--- src/rtl/alu_seq.sv ---
// alu_seq: registered 74181-compatible ALU slice chain with iterative unsigned multiply and optional divide.
// Define ALU_SEQ_DIV_EN to build the restoring divider for op=10; otherwise op=10 is a reserved op.
module alu_seq #(
  parameter int unsigned WIDTH = 32,
  parameter int unsigned CNTW  = $clog2(WIDTH) + 1
) (
  input  logic             clk,
  input  logic             reset,
  input  logic             start,
  input  logic [1:0]       op,
  input  logic [3:0]       aluf,
  input  logic             alumode,
  input  logic             cin0,
  input  logic [WIDTH-1:0] a,
  input  logic [WIDTH-1:0] m,
  output logic             busy,
  output logic             done,
  output logic [WIDTH:0]   alu,
  output logic [WIDTH-1:0] q,
  output logic             aeqm,
  output logic             err
);

  localparam int unsigned NIB = WIDTH / 4;

  typedef enum logic [1:0] {
    S_IDLE = 2'd0,
    S_RUN  = 2'd1,
    S_FIN  = 2'd2
  } state_t;

  state_t           r_state, w_state_nxt;
  logic [CNTW-1:0]  r_cnt, w_cnt_nxt;
  logic [WIDTH-1:0] r_hi, w_hi_nxt;
  logic [WIDTH-1:0] r_lo, w_lo_nxt;
  logic [WIDTH-1:0] r_opnd, w_opnd_nxt;
  logic             r_busy, w_busy_nxt;
  logic             r_done, w_done_nxt;
  logic [WIDTH:0]   r_alu, w_alu_nxt;
  logic [WIDTH-1:0] r_q, w_q_nxt;
  logic             r_aeqm, w_aeqm_nxt;
  logic             r_err, w_err_nxt;

  logic [WIDTH-1:0] w_u, w_v, w_f;
  logic [4:0]       w_nsum;
  logic             w_carry;
  logic             w_sign;

  logic [WIDTH:0]   w_madd;
  logic [WIDTH-1:0] w_mul_hi, w_mul_lo;
  logic [WIDTH-1:0] w_step_hi, w_step_lo;

  // 74181 slice: F = u plus v plus carry (arithmetic) or ~(u ^ v) (logic), nibble carry ripple
  always_comb begin
    w_u     = m | (a & {WIDTH{aluf[0]}}) | (~a & {WIDTH{aluf[1]}});
    w_v     = (m & a & {WIDTH{aluf[3]}}) | (m & ~a & {WIDTH{aluf[2]}});
    w_f     = '0;
    w_nsum  = '0;
    w_carry = cin0;
    for (int unsigned i = 0; i < NIB; i++) begin
      w_nsum = 5'(w_u[4*i +: 4]) + 5'(w_v[4*i +: 4]) + 5'(w_carry);
      w_f[4*i +: 4] = alumode ? ~(w_u[4*i +: 4] ^ w_v[4*i +: 4]) : w_nsum[3:0];
      w_carry = w_nsum[4];
    end
    // extra slice bit fed by the sign bits and the top nibble carry
    w_sign = alumode ? w_f[WIDTH-1] : (w_u[WIDTH-1] ^ w_v[WIDTH-1] ^ w_carry);
  end

  // shift-add multiply step: {hi, lo} holds partial product and remaining multiplier bits
  always_comb begin
    w_madd   = {1'b0, r_hi} + ({(WIDTH+1){r_lo[0]}} & {1'b0, r_opnd});
    w_mul_hi = w_madd[WIDTH:1];
    w_mul_lo = {w_madd[0], r_lo[WIDTH-1:1]};
  end

`ifdef ALU_SEQ_DIV_EN
  logic             r_is_div, w_is_div_nxt;
  logic [WIDTH:0]   w_trial;
  logic [WIDTH-1:0] w_diff;
  logic             w_ge;
  logic [WIDTH-1:0] w_div_hi, w_div_lo;

  // restoring divide step: hi is the partial remainder, lo shifts dividend out and quotient in
  always_comb begin
    w_trial  = {r_hi, r_lo[WIDTH-1]};
    w_diff   = w_trial[WIDTH-1:0] - r_opnd;
    w_ge     = (w_trial >= {1'b0, r_opnd});
    w_div_hi = w_ge ? w_diff : w_trial[WIDTH-1:0];
    w_div_lo = {r_lo[WIDTH-2:0], w_ge};
  end

  always_comb begin
    w_step_hi = r_is_div ? w_div_hi : w_mul_hi;
    w_step_lo = r_is_div ? w_div_lo : w_mul_lo;
  end
`else
  always_comb begin
    w_step_hi = w_mul_hi;
    w_step_lo = w_mul_lo;
  end
`endif

  // next-state and datapath/output next values
  always_comb begin
    w_state_nxt = r_state;
    w_cnt_nxt   = r_cnt;
    w_hi_nxt    = r_hi;
    w_lo_nxt    = r_lo;
    w_opnd_nxt  = r_opnd;
    w_alu_nxt   = r_alu;
    w_q_nxt     = r_q;
    w_aeqm_nxt  = r_aeqm;
    w_err_nxt   = r_err;
`ifdef ALU_SEQ_DIV_EN
    w_is_div_nxt = r_is_div;
`endif
    case (r_state)
      S_IDLE: begin
        if (start) begin
          case (op)
            2'b00: begin
              w_alu_nxt   = {w_sign, w_f};
              w_q_nxt     = '0;
              w_aeqm_nxt  = &w_f;
              w_err_nxt   = 1'b0;
              w_state_nxt = S_FIN;
            end
            2'b01: begin
              w_hi_nxt    = '0;
              w_lo_nxt    = a;
              w_opnd_nxt  = m;
              w_cnt_nxt   = CNTW'(WIDTH);
              w_state_nxt = S_RUN;
`ifdef ALU_SEQ_DIV_EN
              w_is_div_nxt = 1'b0;
`endif
            end
`ifdef ALU_SEQ_DIV_EN
            2'b10: begin
              if (a == '0) begin
                w_alu_nxt   = {1'b0, m};
                w_q_nxt     = '1;
                w_aeqm_nxt  = 1'b0;
                w_err_nxt   = 1'b1;
                w_state_nxt = S_FIN;
              end else begin
                w_hi_nxt     = '0;
                w_lo_nxt     = m;
                w_opnd_nxt   = a;
                w_is_div_nxt = 1'b1;
                w_cnt_nxt    = CNTW'(WIDTH);
                w_state_nxt  = S_RUN;
              end
            end
`endif
            default: begin
              w_alu_nxt   = '0;
              w_q_nxt     = '0;
              w_aeqm_nxt  = 1'b0;
              w_err_nxt   = 1'b1;
              w_state_nxt = S_FIN;
            end
          endcase
        end
      end
      S_RUN: begin
        w_hi_nxt  = w_step_hi;
        w_lo_nxt  = w_step_lo;
        w_cnt_nxt = r_cnt - CNTW'(1);
        if (r_cnt == CNTW'(1)) begin
          w_state_nxt = S_FIN;
          w_aeqm_nxt  = 1'b0;
          w_err_nxt   = 1'b0;
`ifdef ALU_SEQ_DIV_EN
          if (r_is_div) begin
            w_q_nxt   = w_step_lo;
            w_alu_nxt = {1'b0, w_step_hi};
          end else begin
            w_q_nxt   = w_step_hi;
            w_alu_nxt = {1'b0, w_step_lo};
          end
`else
          w_q_nxt   = w_step_hi;
          w_alu_nxt = {1'b0, w_step_lo};
`endif
        end
      end
      S_FIN:   w_state_nxt = S_IDLE;
      default: w_state_nxt = S_IDLE;
    endcase
    w_busy_nxt = (w_state_nxt == S_RUN);
    w_done_nxt = (w_state_nxt == S_FIN);
  end

  always_ff @(posedge clk) begin
    if (reset) begin
      r_state <= S_IDLE;
      r_cnt   <= '0;
      r_hi    <= '0;
      r_lo    <= '0;
      r_opnd  <= '0;
      r_busy  <= 1'b0;
      r_done  <= 1'b0;
      r_alu   <= '0;
      r_q     <= '0;
      r_aeqm  <= 1'b0;
      r_err   <= 1'b0;
`ifdef ALU_SEQ_DIV_EN
      r_is_div <= 1'b0;
`endif
    end else begin
      r_state <= w_state_nxt;
      r_cnt   <= w_cnt_nxt;
      r_hi    <= w_hi_nxt;
      r_lo    <= w_lo_nxt;
      r_opnd  <= w_opnd_nxt;
      r_busy  <= w_busy_nxt;
      r_done  <= w_done_nxt;
      r_alu   <= w_alu_nxt;
      r_q     <= w_q_nxt;
      r_aeqm  <= w_aeqm_nxt;
      r_err   <= w_err_nxt;
`ifdef ALU_SEQ_DIV_EN
      r_is_div <= w_is_div_nxt;
`endif
    end
  end

  assign busy = r_busy;
  assign done = r_done;
  assign alu  = r_alu;
  assign q    = r_q;
  assign aeqm = r_aeqm;
  assign err  = r_err;

endmodule

--- config.mk ---
export PLATFORM = sky130hd
export DESIGN_NAME = alu_seq
export DESIGN_NICKNAME = d
export VERILOG_FILES = /design/src/rtl/alu_seq.sv
export SDC_FILE = /design/constraint.sdc
export NUM_CORES = 1
export LEC_CHECK = 0
export BUFFER_PORTS_ARGS = -buffer_cell sky130_fd_sc_hd__buf_2
export CAP_MARGIN = 20
export CORE_ASPECT_RATIO = 0.8
export CORE_MARGIN = 2
export CORE_UTILIZATION = 59
export CTS_BUF_LIST = sky130_fd_sc_hd__clkbuf_4 sky130_fd_sc_hd__clkbuf_8 sky130_fd_sc_hd__clkbuf_16
export CTS_CLUSTER_SIZE = 40
export DETAILED_ROUTE_END_ITERATION = 6
export PLACE_DENSITY_LB_ADDON = 0.05
export SYNTH_ARGS = -nofsm -noshare
export SYNTH_HDL_FRONTEND = slang
export SYNTH_SLANG_ARGS = --single-unit
--- constraint.sdc ---
create_clock -name clk -period 13.65 [get_ports clk]
set_clock_uncertainty 0.2 [all_clocks]
set_input_delay 0.6825 -clock clk [delete_from_list [all_inputs] [get_ports clk]]
set_output_delay 0.6825 -clock clk [all_outputs]
set_load 0.05 [all_outputs]
==> qor.yml, run 1 <==
tightest_slew_ps: 922
grt_pass1_vias: 9452
status: "finished, violations left"
hold_buffers: 0
finalSetupViolCount: 0
hold_viol: 0
grt_overflow: 0
cp-start-kind: "input port"
synth_edf_count: 0
peakVddDrop_uv: 72.4
synth.net_count: 1469
cp_slowest_stage_delay_ps: 500
synth_top_family_by_area: "compound AO/OA/AOI/OAI gates"
initial_utilization: 0.598
synth_fa_ha_area_frac: 0.108
die_h_um: 125
route.vias.total: 10300
antenna_found_initial: 0
max_cap_violations: 0
insertion_delay_ps: 440
ys_ff_latch: 173
die_w_um: 155
violations: "DRC"
fmaxAchievable_mhz: 86.4
port-buffer-count: 143
synth-compound-area-share: 0.227
grt_pass1_wl_mm: 49.7
final_common_cell: "dfxtp_1"
rows: 44
cts_tree: "done"
cp_slowest_cell: "or4b_1"
arrival_ps: 11740
drc_errors: 7
period_needed_ps: 11580
met1_length_mm: 14.2
dominantRegCellSynth: "dfxtp_1"
syn_area_per_cell_um2: 8.24
cpMostUsedCell: "fa_1"
cts_htree_levels: 4
synthCells: 1311
yosys.area_share.simple: 0.211
wl_per_cell_um: 18.6
viasPerCell: 6.27
initialDrtViolationCount: 1280
fin_tns_setup_ps: 0
synth_xor_area_frac: 0.0389
wl_met3_mm: 2.83
slew-limit-headroom: 0.386
layout.cells.non_filler: 1648
rsz0062_at_grt: "no"
synth.mux.area_fraction: 0.0470
slew_violations: 0
dieArea_um2: 19400
dp_hpwl_mm: 21.8
io_pins: 144
drive_gt1_frac: 0.147
final_cell_mix: "dfxtp_1, buf_2, nand2_1, nor2_1, a21oi_1"
hold_class: "flip-flop to flip-flop"
min_period_over_period: 0.848
gp_congestion: 1.00
path_max_fanout: 32
netlist_area_um2: 10800
wl_met2_mm: 12.9
dr.pass1.iters: 7
dp_cells: 1615
drt-total-wl_mm: 30.7
ant_nets: 0
power_density_nw_per_um2: 110
p_leak_nw: 5.45
final_nets: 1562
worstPathRequired_ps: 13810
async_reset_ff_frac: 0
cts_buffers: 17
cts_setup_buffers: 0
yosysSeqAreaShare: 0.321
clockBufferDepth: 2
clockRootBuffer: "clkbuf_16"
grt_max_degree: 79
critPathCaptureType: "flip-flop"
area_growth_pct: 13.4
grtUsageTotal: 0.319
core_um2: 18100
netlist-cell-type-count: 60
clkTransAtPathRegs_ps: 70
critPathKind: "input port to flip-flop"
postCtsResizedCells: 0
yosysWarnings: 0
maxUsedRoutingLayer: "met4"
cts.sinks: 173
[cells in the mapped netlist (20+ instances only)]
library cell / instances / area, µm²
nand2_1: 136 / 510
inv_1: 52 / 195
xor2_1: 21 / 184
dfxtp_1: 173 / 3460
o21ai_1: 20 / 100
a21o_1: 22 / 165
and2_1: 48 / 300
clkbuf_1: 71 / 267
a22o_1: 30 / 263
a21oi_1: 106 / 531
nor2b_1: 62 / 388
a222oi_1: 31 / 310
a221oi_1: 32 / 280
xnor2_1: 27 / 236
nor3_1: 40 / 200
ha_1: 66 / 826
a211o_1: 33 / 289
mux2i_1: 35 / 350
nor2_1: 134 / 503
[final cells by class]
class,instances,area (µm²)
sequential,173,3460
tap,230,288
multi-input combinational,1004,6860
fill,1564,5810
antenna,1,2.50
clock buffer,24,484
clock inverter,8,133
inverter,52,195
timing repair buffer,156,816
[logic make-up after synthesis]
kind of cell,after synthesis
buffers and inverters,134
AND/OR/NAND/NOR,480
multiplexers,49
XOR/XNOR,48
flip-flops,173
adder cells (fa/ha/maj),83
AO/OA/AOI/OAI,344
[worst max-delay path, delay by kind of cell]
kind / cells / cell delay [ps]
AOI/OAI and AO/OA: 16 / 1660
muxes: 2 / 280
buffers and inverters: 11 / 1590
adders and majority gates: 16 / 6240
and+or+nand+nor: 5 / 1280
[sequential cells by signal (all words and copies together), names as in the netlist]
signal	count
r_state	2
busy	1
done	1
r_cnt	6
aeqm	1
q	32
r_lo	32
r_opnd	32
r_hi	32
alu	33
err	1
[per-stage QoR]
| stage | setup slack [ps] | hold WS (ps) | power (mW) | util | instance area, µm² |
|---|---|---|---|---|---|
| floorplan | 3000 | 227 | 0.744 | - | 10800 |
| global placement | 2210 | 237 | 0.828 | 0.644 | 11600 |
| detailed placement | 1810 | 241 | 0.831 | 0.644 | 11600 |
| CTS | 2180 | 251 | 1.34 | 0.678 | 12200 |
| global route | 1430 | 270 | 1.40 | 0.678 | 12200 |
| finish | 2070 | 248 | 1.34 | 0.678 | 12200 |
[where the power goes]
group / switching (mW) / total (mW) / internal [mW]
Clock: 0.210 / 0.517 / 0.307
Combinational: 0.190 / 0.292 / 0.102
Sequential: 0.0116 / 0.535 / 0.523
Total: 0.412 / 1.34 / 0.932
[worst paths after layout]
path                                               to            startpoint  slack [ps]  cells past startpoint
worst min register to register      q[8]$_SDFFE_PP0P_     q[8]$_SDFFE_PP0P_         250                      2
worst max register to register  r_hi[29]$_SDFFE_PP0P_  r_lo[0]$_SDFFE_PP0P_        9770                     11
worst max-delay path                aeqm$_SDFFE_PP0P_               aluf[3]        2070                     50
worst min-delay path                q[8]$_SDFFE_PP0P_     q[8]$_SDFFE_PP0P_         250                      2
[per-layer routing]
metal | GRT usage | up-vias
met2 | 0.473 | 501
met4 | 0.0993 | 0
met1 | 0.474 | 4865
met5 | 0 | -
li1 | - | 4899
met3 | 0.0534 | 60
(Power assumes the default switching activity.)
==> inputs of run 2 (changes only) <==
clock period = 11.7 ns   (was 13.65 ns; I/O delays follow)
==> run 2 against run 1 <==
The flow still finishes with violations (DRC). Critical path depth shrank 1. First-iteration DRC count fell by 3.8%. Sequential power grew 17%. Wire length grew 3.9%. Worst setup slack got worse by 1400 ps. Cell count rose by 0.36%. Die area stayed put. Count of clock-buffer cells in the layout is 5 lower. Register-to-register slack lost 1900 ps. Clock power is 14% higher. Utilization up 0.18 points. Largest cell class unchanged.
==> qor.yml, run 2 (synthesis gave the netlist of run 1 again) <==
status: "finished, violations left"
violations: "DRC"
finalSetupViolCount: 0
gp_congestion: 0.963
min_to: "r_opnd[28]$_SDFFE_PP0P_"
power_density_nw_per_um2: 127
fillers: 1584
period_needed_ps: 11020
cp-startpoint: "aluf[0]"
critPathKind: "input port to flip-flop"
initial_utilization: 0.598
grtUsageTotal: 0.334
cp_slowest_cell: "or4b_1"
cts_tree: "done"
final_core_util: 0.680
hold_class: "input port to flip-flop"
arrival_ps: 11180
cts_htree_levels: 4
fin_tns_setup_ps: 0
postCtsResizedCells: 0
min_from: "m[28]"
r2r-start: "r_lo[0]$_SDFFE_PP0P_"
cp_slowest_stage_delay_ps: 520
final_common_cell: "dfxtp_1"
slew_violations: 0
tightest_slew_ps: 993
initialDrtViolationCount: 1231
final_nets: 1567
die_h_um: 125
route.vias.total: 10200
reg2regPathDepth: 11
wl_per_cell_um: 19.3
grt_overflow: 0
cts_buffers: 17
viasPerCell: 6.18
critPathCaptureType: "flip-flop"
cpMostUsedCell: "fa_1"
dp_hpwl_mm: 22.6
clkTransAtPathRegs_ps: 70
timing.rr.end: "q[29]$_SDFFE_PP0P_"
max_cap_violations: 0
cp-start-kind: "input port"
drt-total-wl_mm: 31.9
antenna_found_initial: 2
min_period_over_period: 0.942
p_leak_nw: 5.47
area_growth_pct: 13.7
clockBufferDepth: 2
ant_nets: 0
rsz0062_at_grt: "no"
peakVddDrop_uv: 84.9
grt_pass1_wl_mm: 51.6
ff2ff_setup_slack_ps: 7820
slew-limit-headroom: 0.337
power_mw: 1.56
port-buffer-count: 143
cts.sinks: 173
core_um2: 18100
path_max_fanout: 14
dieArea_um2: 19400
worstPathRequired_ps: 11860
largest_reg_flops: 33
final_cell_mix: "dfxtp_1, buf_2, nand2_1, nor2_1, a21oi_1"
drive_gt1_frac: 0.150
die_w_um: 155
cts_setup_buffers: 0
fmaxAchievable_mhz: 90.8
hold_viol: 0
rows: 44
clockRootBuffer: "clkbuf_16"
io_pins: 144
drc_errors: 6
insertion_delay_ps: 440
multi_input_area_um2: 6870
grt_pass1_vias: 9483
hold-path-cell-count: 3
ff_latch_area_um2: 3460
grt_max_degree: 85
dr.pass1.iters: 7
hold_buffers: 0
==> run 2: cell count changes in the layout (fill, tap and decap cells not counted), sizes merged <==
cell / change
buf: +5
bufinv: -1
clkbuf: -5
clkinv: +2
diode: +1
inv: +4
==> run 2: where the power goes <==
group / internal [mW] / switching [mW]
Combinational: 0.121 / 0.227
Clock: 0.328 / 0.262
Sequential: 0.610 / 0.0137
==> run 2: layout make-up <==
cell class              instances  area share
clock inverters                13      0.0124
clock buffers                  19      0.0364
well taps                     230      0.0234
multi-input cells            1004       0.559
flip-flops and latches        173       0.282
inverters                      52      0.0159
diodes                          2    0.000408
repair buffers                161      0.0701
==> run 2: how the worst max path moves through the flow <==
| stage | end | slack, ps | depth (start not counted) |
|---|---|---|---|
| after CTS | aeqm$_SDFFE_PP0P_ | 750 | 49 |
| after global placement | aeqm$_SDFFE_PP0P_ | 710 | 49 |
| after floorplan | aeqm$_SDFFE_PP0P_ | 1150 | 50 |
| after global routing | aeqm$_SDFFE_PP0P_ | 130 | 49 |
| final | aeqm$_SDFFE_PP0P_ | 680 | 49 |
| after detailed placement | aeqm$_SDFFE_PP0P_ | 410 | 49 |
==> run 2: critical path, delay by kind of cell <==
family	cells	cell delay, ps
adder cells (fa/ha/maj)	16	6180
multiplexers	1	110
buffers and inverters	11	1310
AND/OR/NAND/NOR	4	1080
AO/OA/AOI/OAI	17	1920
==> run 2: routing by layer <==
| metal | GRT usage | vias to the layer above | part of all wire |
|---|---|---|---|
| met5 | 0 | - | 0 |
| met4 | 0.0950 | 0 | 0.021 |
| met3 | 0.0600 | 53 | 0.083 |
| met2 | 0.500 | 433 | 0.43 |
| met1 | 0.495 | 4826 | 0.47 |
| li1 | - | 4909 | - |
==> run 2: metrics by stage <==
stage / area (µm²) / cells / hold slack (ps) / worst slack [ps]
after floorplan: 10800 / 1311 / 227 / 1150
after global placement: 11700 / 1619 / 237 / 710
after detailed placement: 11700 / 1620 / 241 / 407
after CTS: 12300 / 1652 / 196 / 755
after global routing: 12300 / 1652 / 225 / 133
final: 12300 / 1654 / 202 / 682
==> inputs of run 3 (changes only) <==
==> constraint.sdc (replaced) <==
create_clock -name clk -period 11.7 [get_ports clk]
set_clock_uncertainty 0.2 [all_clocks]
set_input_delay 1.17 -clock clk [delete_from_list [all_inputs] [get_ports clk]]
set_output_delay 1.17 -clock clk [all_outputs]
set_load 0.05 [all_outputs]
==> run 3 against run 2 <==
The run still ends with DRC left. Clock power is 3% lower. Wire length hardly changed. Maximum frequency is 1.5% lower. Non-clock buffer count is 5 higher.
==> qor.yml, run 3 (synthesis gave the netlist of run 1 again) <==
path_max_fanout: 4
worstPathRequired_ps: 11850
critPathKind: "input port to flip-flop"
cpMostUsedCell: "fa_1"
dp_cells: 1625
cp-start-kind: "input port"
tightest_slew_ps: 991
final_nets: 1572
peakVddDrop_uv: 93.9
fin_tns_setup_ps: 0
dr.pass1.iters: 7
initialDrtViolationCount: 1113
insertion_delay_ps: 430
hold_viol: 0
violations: "DRC"
largest_reg_flops: 33
grt_overflow: 0
period_needed_ps: 11190
slew-limit-headroom: 0.339
final_common_cell: "dfxtp_1"
viasPerCell: 6.22
die_w_um: 155
cts_htree_levels: 4
cts.sinks: 173
slew_violations: 0
setup_ws_ps: 510
layout.cells.non_filler: 1659
cts_buffers: 17
cts_tree: "done"
power_mw: 1.55
cp_slowest_cell: "or4b_1"
p_leak_nw: 5.49
clockRootBuffer: "clkbuf_16"
postCtsResizedCells: 0
wl_per_cell_um: 19.2
hold-path-cell-count: 2
power_density_nw_per_um2: 126
r2r-start: "r_lo[0]$_SDFFE_PP0P_"
min_to: "r_opnd[5]$_SDFFE_PP0P_"
gp_congestion: 0.999
hold_class: "flip-flop to flip-flop"
clockBufferDepth: 2
place_area_um2: 11700
cts_setup_buffers: 0
rows: 44
hold_buffers: 0
dieArea_um2: 19400
status: "finished, violations left"
grt_pass1_wl_mm: 51.6
ant_nets: 0
drc_errors: 1
dp_hpwl_mm: 22.7
ff2ff_setup_slack_ps: 7640
place_ws_ps: 21.1
arrival_ps: 11340
max_cap_violations: 0
grtUsageTotal: 0.331
min_from: "r_opnd[5]$_SDFFE_PP0P_"
fmaxAchievable_mhz: 89.4
area_growth_pct: 14.1
final_cell_mix: "dfxtp_1, buf_2, nand2_1, nor2_1, a21oi_1"
drive_gt1_frac: 0.156
port-buffer-count: 143
core_um2: 18100
cp_slowest_stage_delay_ps: 510
io_pins: 144
die_h_um: 125
grt_pass1_vias: 9567
grt_max_degree: 85
drt-total-wl_mm: 31.9
antenna_found_initial: 2
timing.rr.end: "r_hi[29]$_SDFFE_PP0P_"
finalSetupViolCount: 0
finalInstanceArea_um2: 12300
critPathCaptureType: "flip-flop"
clkTransAtPathRegs_ps: 70
reg2regPathDepth: 11
min_period_over_period: 0.956
initial_utilization: 0.598
route.vias.total: 10300
[run 3: cell count changes in the layout (fill, tap and decap cells not counted), sizes merged]
cell and delta:
clkinvlp +2, inv -1, buf +5, bufinv -1
[run 3: routing by layer]
| layer | vias to the layer above | wire length (µm) | track usage |
|---|---|---|---|
| met5 | - | 0 | 0 |
| met2 | 466 | 13700 | 0.488 |
| li1 | 4902 | - | - |
| met3 | 52 | 2800 | 0.0607 |
| met4 | 0 | 762 | 0.105 |
| met1 | 4896 | 14700 | 0.491 |
[run 3: report_power, final]
group / total, mW / internal (mW) / switching, mW
Combinational: 0.352 / 0.124 / 0.228
Sequential: 0.624 / 0.610 / 0.0141
Clock: 0.571 / 0.310 / 0.262
[run 3: area by class of cell]
cell class | instances | area [µm²]
Timing Repair Buffer | 166 | 911
Sequential cell | 173 | 3460
Fill cell | 1554 | 5740
Tap cell | 230 | 288
Clock buffer | 19 | 453
Inverter | 52 | 195
Antenna cell | 2 | 5.00
Clock inverter | 13 | 129
Multi-Input combinational cell | 1004 | 6880
[run 3: worst max-delay path by stage]
stage / from / to / slack, ps / cells past startpoint
3_3_place_gp: a[0] / aeqm$_SDFFE_PP0P_ / 350 / 50
2_1_floorplan: aluf[3] / aeqm$_SDFFE_PP0P_ / 570 / 50
5_1_grt: aluf[1] / aeqm$_SDFFE_PP0P_ / -5 / 50
3_5_place_dp: a[0] / aeqm$_SDFFE_PP0P_ / 20 / 50
6_report: a[0] / aeqm$_SDFFE_PP0P_ / 510 / 50
4_1_cts: a[0] / aeqm$_SDFFE_PP0P_ / 400 / 50
[run 3: metrics by stage]
step | util | hold slack (ps)
CTS | 0.681 | 252
global route | 0.682 | 269
floorplan | - | 227
detailed placement | 0.649 | 242
global placement | 0.648 | 236
finish | 0.682 | 251
[run 3: worst max-delay path: cells and delay by family]
kind                       cells  cell delay (ps)
adders and majority gates     16             6020
AOI/OAI and AO/OA             16             1610
and+or+nand+nor                5             1240
buffers and inverters         11             1050
muxes                          2              230
